File: src/rtl/uart_arb_pkg.sv
// Shared definitions for the UART TX FIFO write-side arbiter.
//   arb_state_e : arbiter FSM states (IDLE, owned by src0, owned by src1)
//   SRC0 / SRC1 : source index constants used by the priority pointer and the pick logic
package uart_arb_pkg;

  typedef enum logic [1:0] {
    ST_IDLE = 2'd0,
    ST_OWN0 = 2'd1,
    ST_OWN1 = 2'd2
  } arb_state_e;

  localparam logic SRC0 = 1'b0;
  localparam logic SRC1 = 1'b1;

endpackage

File: src/rtl/arb_rr_pick.sv
// Combinational 2-way round-robin pick.
//   valid[1:0] : request from src1 (bit 1) and src0 (bit 0)
//   prio       : source that wins when both request (SRC0 or SRC1)
//   any        : at least one source requests
//   sel        : chosen source index (only meaningful when any=1)
module arb_rr_pick
  import uart_arb_pkg::*;
(
  input  logic [1:0] valid,
  input  logic       prio,
  output logic       any,
  output logic       sel
);

  always_comb begin
    any = |valid;
    if (&valid) begin
      sel = prio;
    end else begin
      // A lone requester wins regardless of the pointer.
      sel = valid[SRC1] ? SRC1 : SRC0;
    end
  end

endmodule

File: src/rtl/uart_tx_fifo_arbiter.sv
// Shares the UART TX byte FIFO write port between two message sources. Whole messages
// are granted round-robin so bytes of different messages never interleave in the FIFO.
//
// Handshake: a byte moves from source n to the FIFO when sN_valid & sN_ready are both
// high at a rising clk edge; on that same edge fifo_push is high and fifo_wdata carries
// the byte. Only the owning source ever sees ready, and only while fifo_full=0. A source
// holding valid keeps its data and last stable until the byte is taken.
//
// Ports:
//   clk, rst              clock, asynchronous active-high reset
//   s0_valid/data/last    source 0 byte offer, s0_ready = accepted this cycle
//   s1_valid/data/last    source 1 byte offer, s1_ready = accepted this cycle
//   fifo_full             FIFO full flag
//   fifo_push, fifo_wdata FIFO write strobe and data
//   grant                 one-hot owner: 01 = src0, 10 = src1, 00 = none
//   burst_err             1-cycle pulse after a grant is force-released at MAX_BURST
//   dbg_state             raw FSM state for observation
module uart_tx_fifo_arbiter
  import uart_arb_pkg::*;
#(
  parameter int DATA_WIDTH = 8,
  parameter int MAX_BURST  = 16
) (
  input  logic                  clk,
  input  logic                  rst,
  input  logic                  s0_valid,
  input  logic [DATA_WIDTH-1:0] s0_data,
  input  logic                  s0_last,
  output logic                  s0_ready,
  input  logic                  s1_valid,
  input  logic [DATA_WIDTH-1:0] s1_data,
  input  logic                  s1_last,
  output logic                  s1_ready,
  input  logic                  fifo_full,
  output logic                  fifo_push,
  output logic [DATA_WIDTH-1:0] fifo_wdata,
  output logic [1:0]            grant,
  output logic                  burst_err,
  output logic [1:0]            dbg_state
);

  localparam int CNT_W = $clog2(MAX_BURST + 1);
  localparam logic [CNT_W-1:0] CNT_MAX = CNT_W'(MAX_BURST);
  localparam logic [CNT_W-1:0] CNT_ONE = CNT_W'(1);

  arb_state_e            state_q, state_d;
  logic                  prio_q, prio_d;
  logic [CNT_W-1:0]      cnt_q, cnt_d;
  logic                  burst_err_q, burst_err_d;

  logic                  pick_any, pick_sel;
  logic                  cur_valid, cur_last;
  logic [DATA_WIDTH-1:0] cur_data;
  logic                  xfer, at_max, rel;

  arb_rr_pick u_pick (
    .valid ({s1_valid, s0_valid}),
    .prio  (prio_q),
    .any   (pick_any),
    .sel   (pick_sel)
  );

  always_ff @(posedge clk or posedge rst) begin
    if (rst) begin
      state_q     <= ST_IDLE;
      prio_q      <= SRC0;
      cnt_q       <= '0;
      burst_err_q <= 1'b0;
    end else begin
      state_q     <= state_d;
      prio_q      <= prio_d;
      cnt_q       <= cnt_d;
      burst_err_q <= burst_err_d;
    end
  end

  // Owner data path: the owning source is muxed straight to the FIFO with no latency.
  always_comb begin
    cur_valid = 1'b0;
    cur_last  = 1'b0;
    cur_data  = '0;
    s0_ready  = 1'b0;
    s1_ready  = 1'b0;
    case (state_q)
      ST_OWN0: begin
        cur_valid = s0_valid;
        cur_last  = s0_last;
        cur_data  = s0_data;
        s0_ready  = ~fifo_full;
      end
      ST_OWN1: begin
        cur_valid = s1_valid;
        cur_last  = s1_last;
        cur_data  = s1_data;
        s1_ready  = ~fifo_full;
      end
      default: ;
    endcase
    xfer   = cur_valid & ~fifo_full;
    // This byte completes the allowed burst.
    at_max = (cnt_q + CNT_ONE) == CNT_MAX;
    rel    = xfer & (cur_last | at_max);
  end

  // Next-state, counter, priority pointer and error pulse.
  always_comb begin
    state_d     = state_q;
    prio_d      = prio_q;
    cnt_d       = cnt_q;
    burst_err_d = 1'b0;
    case (state_q)
      ST_IDLE: begin
        if (pick_any) begin
          state_d = pick_sel ? ST_OWN1 : ST_OWN0;
        end
      end
      ST_OWN0, ST_OWN1: begin
        if (rel) begin
          state_d     = ST_IDLE;
          cnt_d       = '0;
          // Hand priority to the other source so the next contention is fair.
          prio_d      = (state_q == ST_OWN0) ? SRC1 : SRC0;
          // A last byte that lands exactly on the limit is a normal end of message.
          burst_err_d = ~cur_last;
        end else if (xfer) begin
          cnt_d = cnt_q + CNT_ONE;
        end
      end
      default: begin
        state_d = ST_IDLE;
        cnt_d   = '0;
      end
    endcase
  end

  assign fifo_push  = xfer;
  assign fifo_wdata = cur_data;
  assign grant      = {state_q == ST_OWN1, state_q == ST_OWN0};
  assign burst_err  = burst_err_q;
  assign dbg_state  = state_q;

endmodule
File: config.mk
export PLATFORM = sky130hd
export DESIGN_NAME = uart_tx_fifo_arbiter
export DESIGN_NICKNAME = d
export VERILOG_FILES = /design/src/rtl/uart_arb_pkg.sv /design/src/rtl/arb_rr_pick.sv /design/src/rtl/uart_tx_fifo_arbiter.sv
export SDC_FILE = /design/constraint.sdc
export NUM_CORES = 1
export LEC_CHECK = 0
export CORE_MARGIN = 2
export CORE_UTILIZATION = 42
export DETAILED_ROUTE_END_ITERATION = 6
export PLACE_DENSITY = 0.84
export SLEW_MARGIN = 20
export SYNTH_ARGS = -nofsm -noshare
export SYNTH_HDL_FRONTEND = slang
export SYNTH_SLANG_ARGS = --single-unit
File: constraint.sdc
create_clock -name clk -period 3.1 [get_ports clk]
set_input_delay 0.62 -clock clk [delete_from_list [all_inputs] [get_ports clk]]
set_output_delay 0.62 -clock clk [all_outputs]
set_load 0.01 [all_outputs]
**Word level (Yosys, flattened, before mapping)**

Cells that the tools add are included.

- Register bits after elaboration: 9
- Input bits: 23
- Output and inout port bits: 16
- Logic and storage cells: 41

- Add/subtract/negate cells: 1
- Equality and inequality tests: 6
- Muxes and demuxes: 17
- Bitwise gates (word level): 6
- Reduce and logical (&&, ||, !) cells: 7

Operators by type and width:

| cell | number |
|---|---|
| 8-bit case mux with 2 select lines | 1 |
| 5-bit 2-to-1 mux | 2 |
| 5-bit case mux with 2 select lines | 1 |
| 2-bit AND reduction | 4 |
| 1-bit 2-to-1 mux | 7 |
| 2-bit 2-to-1 mux | 3 |
| 5-bit by 1-bit adder with 5-bit output (second input constant) | 1 |
| 5-bit == test (second input constant) | 1 |
| 2-bit != test (second input constant) | 2 |
| 1-bit case mux with 2 select lines | 2 |
| 2-bit case mux with 2 select lines | 1 |
| 2-bit OR reduction | 2 |
| 3-bit != test (second input constant) | 1 |
| 1-bit inverter | 3 |
| 1-bit bitwise AND | 2 |
| 2-bit by 1-bit == test with 1-bit output (second input constant) | 1 |
| 2-bit == test (second input constant) | 1 |
| 2-bit logical NOT | 1 |
| 1-bit bitwise OR | 1 |

**Longest topological paths before layout**

Gate-level depths: netlist of run 1.

- Word-level depth: 6
- Depth in mapped cells: 8
- Gate-level depth less buffers: 7

**Hierarchy**

From an unflattened synthesis of run 1, not the netlist that was laid out.

- Cell total of the unflattened synthesis: 86
- Area total of the unflattened synthesis: 773.2 um^2

By module, submodules not included:

| module | times used | cells an instance | area each (um^2) | seq. area each (um^2) |
|---|---|---|---|---|
| uart_tx_fifo_arbiter | 1 | 83 | 755.7 | 225.2 |
| arb_rr_pick | 1 | 3 | 17.5 | 0.0 |

**Least setup slack after synthesis of run 1**

OpenSTA, ideal clock, no wires.

- Path kind: register to output
- Start: register state_q[1], in the netlist dbg_state[1]
- End: output port fifo_wdata[1]
- Arrival: 1362 ps
- Required time: 2480 ps
- Setup slack: 1118 ps
- Stages on the path, launching flop included: 6
- Buffers on the path: 1
- Path through: dfrtp_1 > inv_1 > ha_1 > clkbuf_1 > a22oi_1 > nor2b_1

- Cells in the longest elaborated chain, start to end: 2
- Elaborated cells between the ends (all ways): 3
- Those cells by class: 2 x eq/ne; 1 x mux

RTL lines:

| element | line | RTL |
|---|---|---|
| from (decl) | uart_tx_fifo_arbiter.sv:46 | `arb_state_e state_q, state_d;` |
| from (signal assigned) | uart_tx_fifo_arbiter.sv:70 | `state_q <= state_d;` |
| 2-bit by 1-bit == test with 1-bit output | n/a |  |
| net grant[0] | uart_tx_fifo_arbiter.sv:37 | `output logic [1:0] grant,` |
| 8-bit case mux with 2 select lines | uart_tx_fifo_arbiter.sv:84 | `case (state_q)` |
| to (decl) | uart_tx_fifo_arbiter.sv:36 | `output logic [DATA_WIDTH-1:0] fifo_wdata,` |

The timed path passes the listed nets, and every way through them passes these cells.

**Worst setup path in the final report of run 1**

- Start: register state_q[1], in the netlist dbg_state[1]
- End: output port fifo_push

- Cells in the longest elaborated chain, start to end: 3
- Elaborated cells between the ends (all ways): 4
- Those cells by class: 2 x eq/ne; 1 x mux; 1 x bitwise

RTL lines:

| element | line | RTL |
|---|---|---|
| 2-bit == test / 2-bit by 1-bit == test with 1-bit output (equally long branches) | uart_tx_fifo_arbiter.sv:84 |  |
| 1-bit case mux with 2 select lines * | uart_tx_fifo_arbiter.sv:84 |  |
| 1-bit bitwise AND * | uart_tx_fifo_arbiter.sv:99 | `xfer = cur_valid & ~fifo_full;` |
| to (decl) | uart_tx_fifo_arbiter.sv:35 | `output logic fifo_push,` |

Mark *: on every way between the ends. The rest lies on a longest branch, timed or not.

==> results of run 1 <==
## worst max path at each step
stage,endpoint,slack (ps),cells after the start
2_1_floorplan,fifo_wdata[1],1120,5
3_3_place_gp,fifo_push,400,6
3_5_place_dp,fifo_push,380,6
4_1_cts,fifo_push,210,7
5_1_grt,fifo_push,90,7
6_report,fifo_push,220,7
## kinds of logic (layout without fill, tap and decap cells)
group	count (synthesis)	count (layout)	share of synthesized area, %
AO/OA/AOI/OAI	30	30	27.3
adder cells (fa/ha/maj)	4	4	6.62
buffers and inverters	10	47	5.30
AND/OR/NAND/NOR	38	38	28.0
flip-flops	9	9	29.8
multiplexers	2	2	2.98
## cell type report
class	instances	area (um2)	area share, %
clock buffer	4	26.3	2.24
inverter	5	18.8	1.60
multi-input combinational	74	490	41.8
sequential	9	225	19.2
tap	25	31.3	2.67
timing repair buffer	38	380	32.4
## power by group through the flow
stage / Sequential, mW / Clock [mW] / Combinational (mW)
after floorplan: 0.171 / 0 / 0.331
after global placement: 0.171 / 0 / 0.516
after detailed placement: 0.173 / 0 / 0.530
after CTS: 0.171 / 0.0968 / 0.533
after global routing: 0.175 / 0.105 / 0.585
final: 0.171 / 0.0950 / 0.532
## per-stage QoR
step	std cells	power (mW)	setup slack (ps)
global route	155	0.865	94.8
finish	155	0.798	216
global placement	151	0.687	403
detailed placement	151	0.703	379
floorplan	93	0.502	1120
CTS	155	0.801	212
## state kept, by name, indices dropped and copies added, names as in the netlist
signal,cells
burst_err,1
dbg_state,2
prio_q,1
cnt_q,5
## placed cells by master (no fill, tap or decap), drive strengths merged, types with 3 or more instances in the layout
cell	instances
nor2	3
clkbuf	4
a22oi	10
nor2b	13
a22o	4
inv	5
dfrtp	9
ha	4
o21ai	7
or2	3
nand2	7
nand3	4
a21oi	3
clkdlybuf4s50	38
## per-layer routing
layer	track usage, %	vias to the layer above	wire, um
met2	35.8	30	1170
met4	3.43	0	4
li1	-	415	-
met3	5.88	2	115
met1	27.3	413	907
met5	0	-	0
==> results.py, run 1 <==
metrics = {
    "critical_path": {
        "crit_required_ps": 2480,
        "crit_path_launch_type": "flip-flop",
        "critical_path.reg2reg.endpoint": "cnt_q[1]$_DFFE_PP0P_",
        "ff_to_ff_start": "dbg_state[1]$_DFFE_PP0P_",
        "worst-endpoint-arrival_ps": 2260,
        "crit_path_max_incr_delay_ps": 530,
        "timing.setup.critical_path_class": "flip-flop to output pin",
        "crit_path_max_fo": 14,
        "crit_path_start": "dbg_state[1]$_DFFE_PP0P_",
        "crit_family": "buffers and inverters",
        "cp_cell_sequence": "inv_1 > ha_1 > a22oi_1 > nor2_1 > nand2_1 > inv_1 > clkdlybuf4s50_1",
        "worstSetupEndpointType": "output pin",
        "length_in_cells_of_the_worst_reg_to_reg_path": 7,
        "slowest_stage": "sky130_fd_sc_hd__clkdlybuf4s50_1",
        "cp_common_cell": "sky130_fd_sc_hd__inv_1",
        "regToRegSetupSlack_ps": 770,
        "critical_path.n_buffers_inverters": 3,
    },
    "logic_synthesis": {
        "synth_async_reset_ratio_pct": 100,
        "syn-mean-instance-area_um2": 8.13,
        "ys_seq_elements": 9,
        "leading_cell_types_by_total_area_after_synthesis": "sky130_fd_sc_hd__dfrtp_1 (30%), sky130_fd_sc_hd__nor2b_1 (11%), sky130_fd_sc_hd__a22oi_1 (9.9%), sky130_fd_sc_hd__ha_1 (6.6%), sky130_fd_sc_hd__a22o_1 (4.6%)",
        "ys_warn_count": 0,
        "synthesis.nets": 120,
        "synth_largest_type_area_fraction_pct": 29.8,
        "synth_enable_flop_cells": 0,
        "cell_count_after_synthesis": 93,
        "post_synth_instance_area_um2": 756,
        "synth_commonest_cells": "sky130_fd_sc_hd__nor2b_1 (13), sky130_fd_sc_hd__a22oi_1 (10), sky130_fd_sc_hd__dfrtp_1 (9), sky130_fd_sc_hd__nand2_1 (7), sky130_fd_sc_hd__o21ai_0 (7)",
        "synthDominantAreaCellType": "sky130_fd_sc_hd__dfrtp_1",
        "most_common_cell_in_the_netlist": "sky130_fd_sc_hd__nor2b_1",
        "synthFlopType": "sky130_fd_sc_hd__dfrtp_1",
        "yosysSeqAreaShare_pct": 29.8,
        "synthDistinctLibCells": 28,
    },
    "placement": {
        "dp_hpwl_mm": 1.64,
        "postPlaceCellArea_mm2": 0.00115,
        "numPortBuffers": 38,
        "finalWeightedCongestion": 0.844,
    },
    "pwr": {
        "p_sw_share_pct": 42.5,
        "cellPowerDensity_mw_per_mm2": 681,
        "clkPwrFrac_pct": 11.9,
        "ir_worst_vdd_v": 0.000398,
        "switching_power_uw": 340,
        "seqPwrFrac_pct": 21.5,
        "pwr-share-comb_pct": 66.6,
        "static-leakage-power_nw": 0.481,
        "cell_internal_pwr_uw": 459,
    },
    "routing": {
        "vias_per_cell": 5.55,
        "final_antenna_net_count": 0,
        "routed-via-count": 860,
        "wl_per_cell_um": 14.2,
        "detail_route.first_pass.iterations": 4,
        "drc_errors": 0,
        "detailedRoute.firstIterationViolations": 15,
        "total_wirelength_of_the_detailed_routed_design_mm": 2.20,
    },
    "clock_tree": {
        "cts-resized-gates": 0,
        "clock_path_buffers": 2,
        "cts_made_buffers": 3,
        "postCtsSetupRepairBufs": 0,
        "worstSkewPairLatency_ps": 270,
        "clock_root_buffer": "sky130_fd_sc_hd__clkbuf_4",
        "maximum_level_of_the_cts_h_tree": 1,
        "clock_tree_from_tritoncts": "built",
        "clock_slew_seen_by_the_registers_of_the_worst_setup_and_hold_paths_ps": 60,
        "clkSinkCount": 9,
        "hold_buffers": 0,
    },
    "floorplanning": {
        "die-width_um": 46.4,
        "floorplan.initialDensity_pct": 44.2,
        "placeableCoreArea_mm2": 0.00171,
        "ioPinCount": 39,
        "design.die.area_mm2": 0.00215,
        "dieHeight_um": 46.4,
        "standard_cell_rows": 15,
    },
    "layout": {
        "post_route_cells_drive_above_1_share_pct": 4.62,
        "finalCoreUtilization_pct": 68.6,
        "filler_cell_count": 145,
        "synthToLayoutAreaGrowth_pct": 55.1,
        "antenna-diode-count": 0,
        "fin_nets": 158,
        "design_area_mm2": 0.00117,
    },
    "job": {
        "timing.max_cap.violations": 0,
    },
    "timing": {
        "timing_hold_violations_final": 0,
        "finalCritPeriodShare_pct": 93.0,
        "grt_setup_unrepaired": "no",
        "fmax_ghz": 0.347,
        "slew_at_the_pin_with_the_worst_max_slew_slack_ps": 475,
        "slew_headroom_pct": 68.3,
        "final.setup_skew_ps": 4.12,
        "setup_tns_ps": 0,
        "final_max_slew_viol_count": 0,
        "fin_crit_ps": 2880,
        "timing.final.setup_violations": 0,
        "hold_ws_ps": 558,
    },
    "global_routing": {
        "grt_overflow_total": 0,
        "grt_util_all_layers_pct": 21.2,
        "global_route_wire_length_before_repair_mm": 3.26,
        "initial_antenna_violation_count": 0,
        "grt_start_max_net_pins": 18,
        "first_global_vias": 721,
    },
    "hold_path": {
        "hold_class": "flip-flop to flip-flop",
        "min_from": "prio_q$_DFFE_PP0P_",
        "holdPathEnd": "prio_q$_DFFE_PP0P_",
        "worst_hold_path.num_cells": 1,
    },
    "status": {
        "outcome": "complete, no violations",
    },
}
Note: power is estimated with default switching activity, not from simulation.
==> inputs of run 2 (changes only) <==
--- a/config.mk
+++ b/config.mk
@@ -8,6 +8,7 @@
 export CORE_MARGIN = 2
 export CORE_UTILIZATION = 42
 export DETAILED_ROUTE_END_ITERATION = 6
+export HOLD_SLACK_MARGIN = 0.06
 export PLACE_DENSITY = 0.84
 export SLEW_MARGIN = 20
 export SYNTH_ARGS = -nofsm -noshare
==> constraint.sdc (replaced) <==
create_clock -name clk -period 3.1 [get_ports clk]
set_input_delay 0.62 -clock clk [delete_from_list [all_inputs] [get_ports clk]]
set_output_delay 0.62 -clock clk [all_outputs]
set_load 0.02 [all_outputs]
==> run 2 against run 1 <==
  * Combinational power is 9.8% higher
  * Total power is 6.4% higher
  * Count of clock-buffer cells in the layout stayed put
  * Critical path depth stayed put
  * Clock skew is 2.1 ps lower
  * Global-route usage is 0.90 points higher
  * Flip-flop and latch count stayed put
  * Cell area is 0.64% higher
  * Wire length is 1.6% higher
  * Final cell count is 0.65% higher
==> results.py, run 2 (same netlist as run 1, synthesis figures left out) <==
metrics = {
    "pwr": {
        "power.total_uw": 850,
        "ir_worst_vdd_v": 0.000446,
        "cellPowerDensity_mw_per_mm2": 720,
        "static-leakage-power_nw": 0.486,
    },
    "layout": {
        "layout_common_cells": "sky130_fd_sc_hd__clkdlybuf4s50_1 (38), sky130_fd_sc_hd__nor2b_1 (13), sky130_fd_sc_hd__a22oi_1 (10)",
        "post_route_cells_drive_above_1_share_pct": 5.34,
        "final-instance-count-excl-fill": 156,
        "layout_commonest_cell": "sky130_fd_sc_hd__clkdlybuf4s50_1",
        "number_of_flip_flops_under_the_largest_register_name": 5,
        "synthToLayoutAreaGrowth_pct": 56.1,
        "max_flop_register": "cnt_q",
        "antenna-diode-count": 0,
        "filler_cell_count": 134,
        "fin_nets": 159,
    },
    "timing": {
        "slew_at_the_pin_with_the_worst_max_slew_slack_ps": 455,
        "final.setup_skew_ps": 2.04,
        "grt_setup_unrepaired": "no",
        "fin_crit_ps": 2890,
        "final_max_slew_viol_count": 0,
        "fmax_ghz": 0.346,
        "timing.final.setup_violations": 0,
        "slew_headroom_pct": 69.7,
        "timing_hold_violations_final": 0,
        "setup_tns_ps": 0,
        "finalCritPeriodShare_pct": 93.3,
    },
    "status": {
        "outcome": "complete, no violations",
    },
    "floorplanning": {
        "design.die.area_mm2": 0.00215,
        "die-width_um": 46.4,
        "placeableCoreArea_mm2": 0.00171,
        "standard_cell_rows": 15,
        "floorplan.initialDensity_pct": 44.2,
        "ioPinCount": 39,
        "dieHeight_um": 46.4,
    },
    "global_routing": {
        "grt_start_max_net_pins": 18,
        "first_global_vias": 779,
        "grt_overflow_total": 0,
        "initial_antenna_violation_count": 0,
        "global_route_wire_length_before_repair_mm": 3.46,
        "grt_util_all_layers_pct": 22.1,
    },
    "routing": {
        "routed-via-count": 851,
        "wl_per_cell_um": 14.3,
        "final_antenna_net_count": 0,
        "vias_per_cell": 5.46,
        "detailedRoute.firstIterationViolations": 27,
        "drc_errors": 0,
        "total_wirelength_of_the_detailed_routed_design_mm": 2.23,
        "detail_route.first_pass.iterations": 4,
    },
    "placement": {
        "numPortBuffers": 38,
        "finalWeightedCongestion": 0.841,
        "dp_hpwl_mm": 1.74,
        "dp_cells": 152,
    },
    "critical_path": {
        "crit_required_ps": 2480,
        "worst-endpoint-arrival_ps": 2270,
        "crit_path_max_fo": 13,
        "timing.setup.critical_path_class": "flip-flop to output pin",
        "worstSetupEndpointType": "output pin",
        "crit_path_launch_type": "flip-flop",
    },
    "clock_tree": {
        "clkSinkCount": 9,
        "cts_made_buffers": 3,
        "clock_path_buffers": 2,
        "clock_root_buffer": "sky130_fd_sc_hd__clkbuf_4",
        "clock_tree_from_tritoncts": "built",
        "hold_buffers": 0,
        "postCtsSetupRepairBufs": 0,
        "maximum_level_of_the_cts_h_tree": 1,
        "worstSkewPairLatency_ps": 260,
        "clock_slew_seen_by_the_registers_of_the_worst_setup_and_hold_paths_ps": 60,
        "cts-resized-gates": 0,
    },
    "hold_path": {
        "hold_class": "flip-flop to flip-flop",
    },
    "job": {
        "timing.max_cap.violations": 0,
    },
}
==> run 2: final cells by class <==
class	count	area, um2	area share, %
Multi-Input combinational cell	74	490	41.6
Timing Repair Buffer	39	388	32.9
Sequential cell	9	225	19.1
Tap cell	25	31.3	2.65
Clock buffer	4	26.3	2.23
Inverter	5	18.8	1.59
==> run 2: critical path, stage by stage (launching register included) <==
cell and delay [ps]:
sky130_fd_sc_hd__dfrtp_1 410, sky130_fd_sc_hd__inv_1 90, sky130_fd_sc_hd__ha_1 420, sky130_fd_sc_hd__a22oi_1 170
sky130_fd_sc_hd__nor2_1 120, sky130_fd_sc_hd__nand2_1 100, sky130_fd_sc_hd__inv_1 90, sky130_fd_sc_hd__clkdlybuf4s50_1 600
==> run 2: worst paths after layout <==
kind | start | to | slack (ps) | depth (start not counted)
worst max-delay path | dbg_state[0]$_DFFE_PP0P_ | fifo_push | 210 | 7
worst min-delay path | cnt_q[1]$_DFFE_PP0P_ | cnt_q[1]$_DFFE_PP0P_ | 570 | 1
worst max register to register | dbg_state[0]$_DFFE_PP0P_ | cnt_q[1]$_DFFE_PP0P_ | 860 | 7
worst min register to register | cnt_q[1]$_DFFE_PP0P_ | cnt_q[1]$_DFFE_PP0P_ | 570 | 1
max in group asynchronous | rst | cnt_q[2]$_DFFE_PP0P_ | 2230 | 2
min in group asynchronous | rst | dbg_state[0]$_DFFE_PP0P_ | 620 | 2
==> run 2: routing by layer <==
metal | GRT usage [%] | vias up | part of all wire (%)
met4 | 3.43 | 0 | 0.63
li1 | - | 415 | -
met3 | 5.10 | 4 | 3.7
met1 | 28.8 | 408 | 41
met2 | 37.8 | 24 | 54
met5 | 0 | - | 0
==> run 2: report_power, final <==
part | total (mW) | leakage (nW) | switching (mW) | internal (mW)
sequential | 0.172 | 0.122 | 0.0295 | 0.143
clock | 0.0932 | 0.0150 | 0.0434 | 0.0498
combinational | 0.584 | 0.348 | 0.311 | 0.273
total | 0.850 | 0.486 | 0.384 | 0.465
==> run 2: through the flow <==
stage	setup WS (ps)	instance area (um2)	util (%)	hold slack, ps
finish	208	1180	69.1	572
global route	37.2	1180	69.1	593
CTS	192	1180	69.1	573
detailed placement	304	1150	67.5	558
global placement	335	1150	67.5	528
floorplan	853	756	-	448
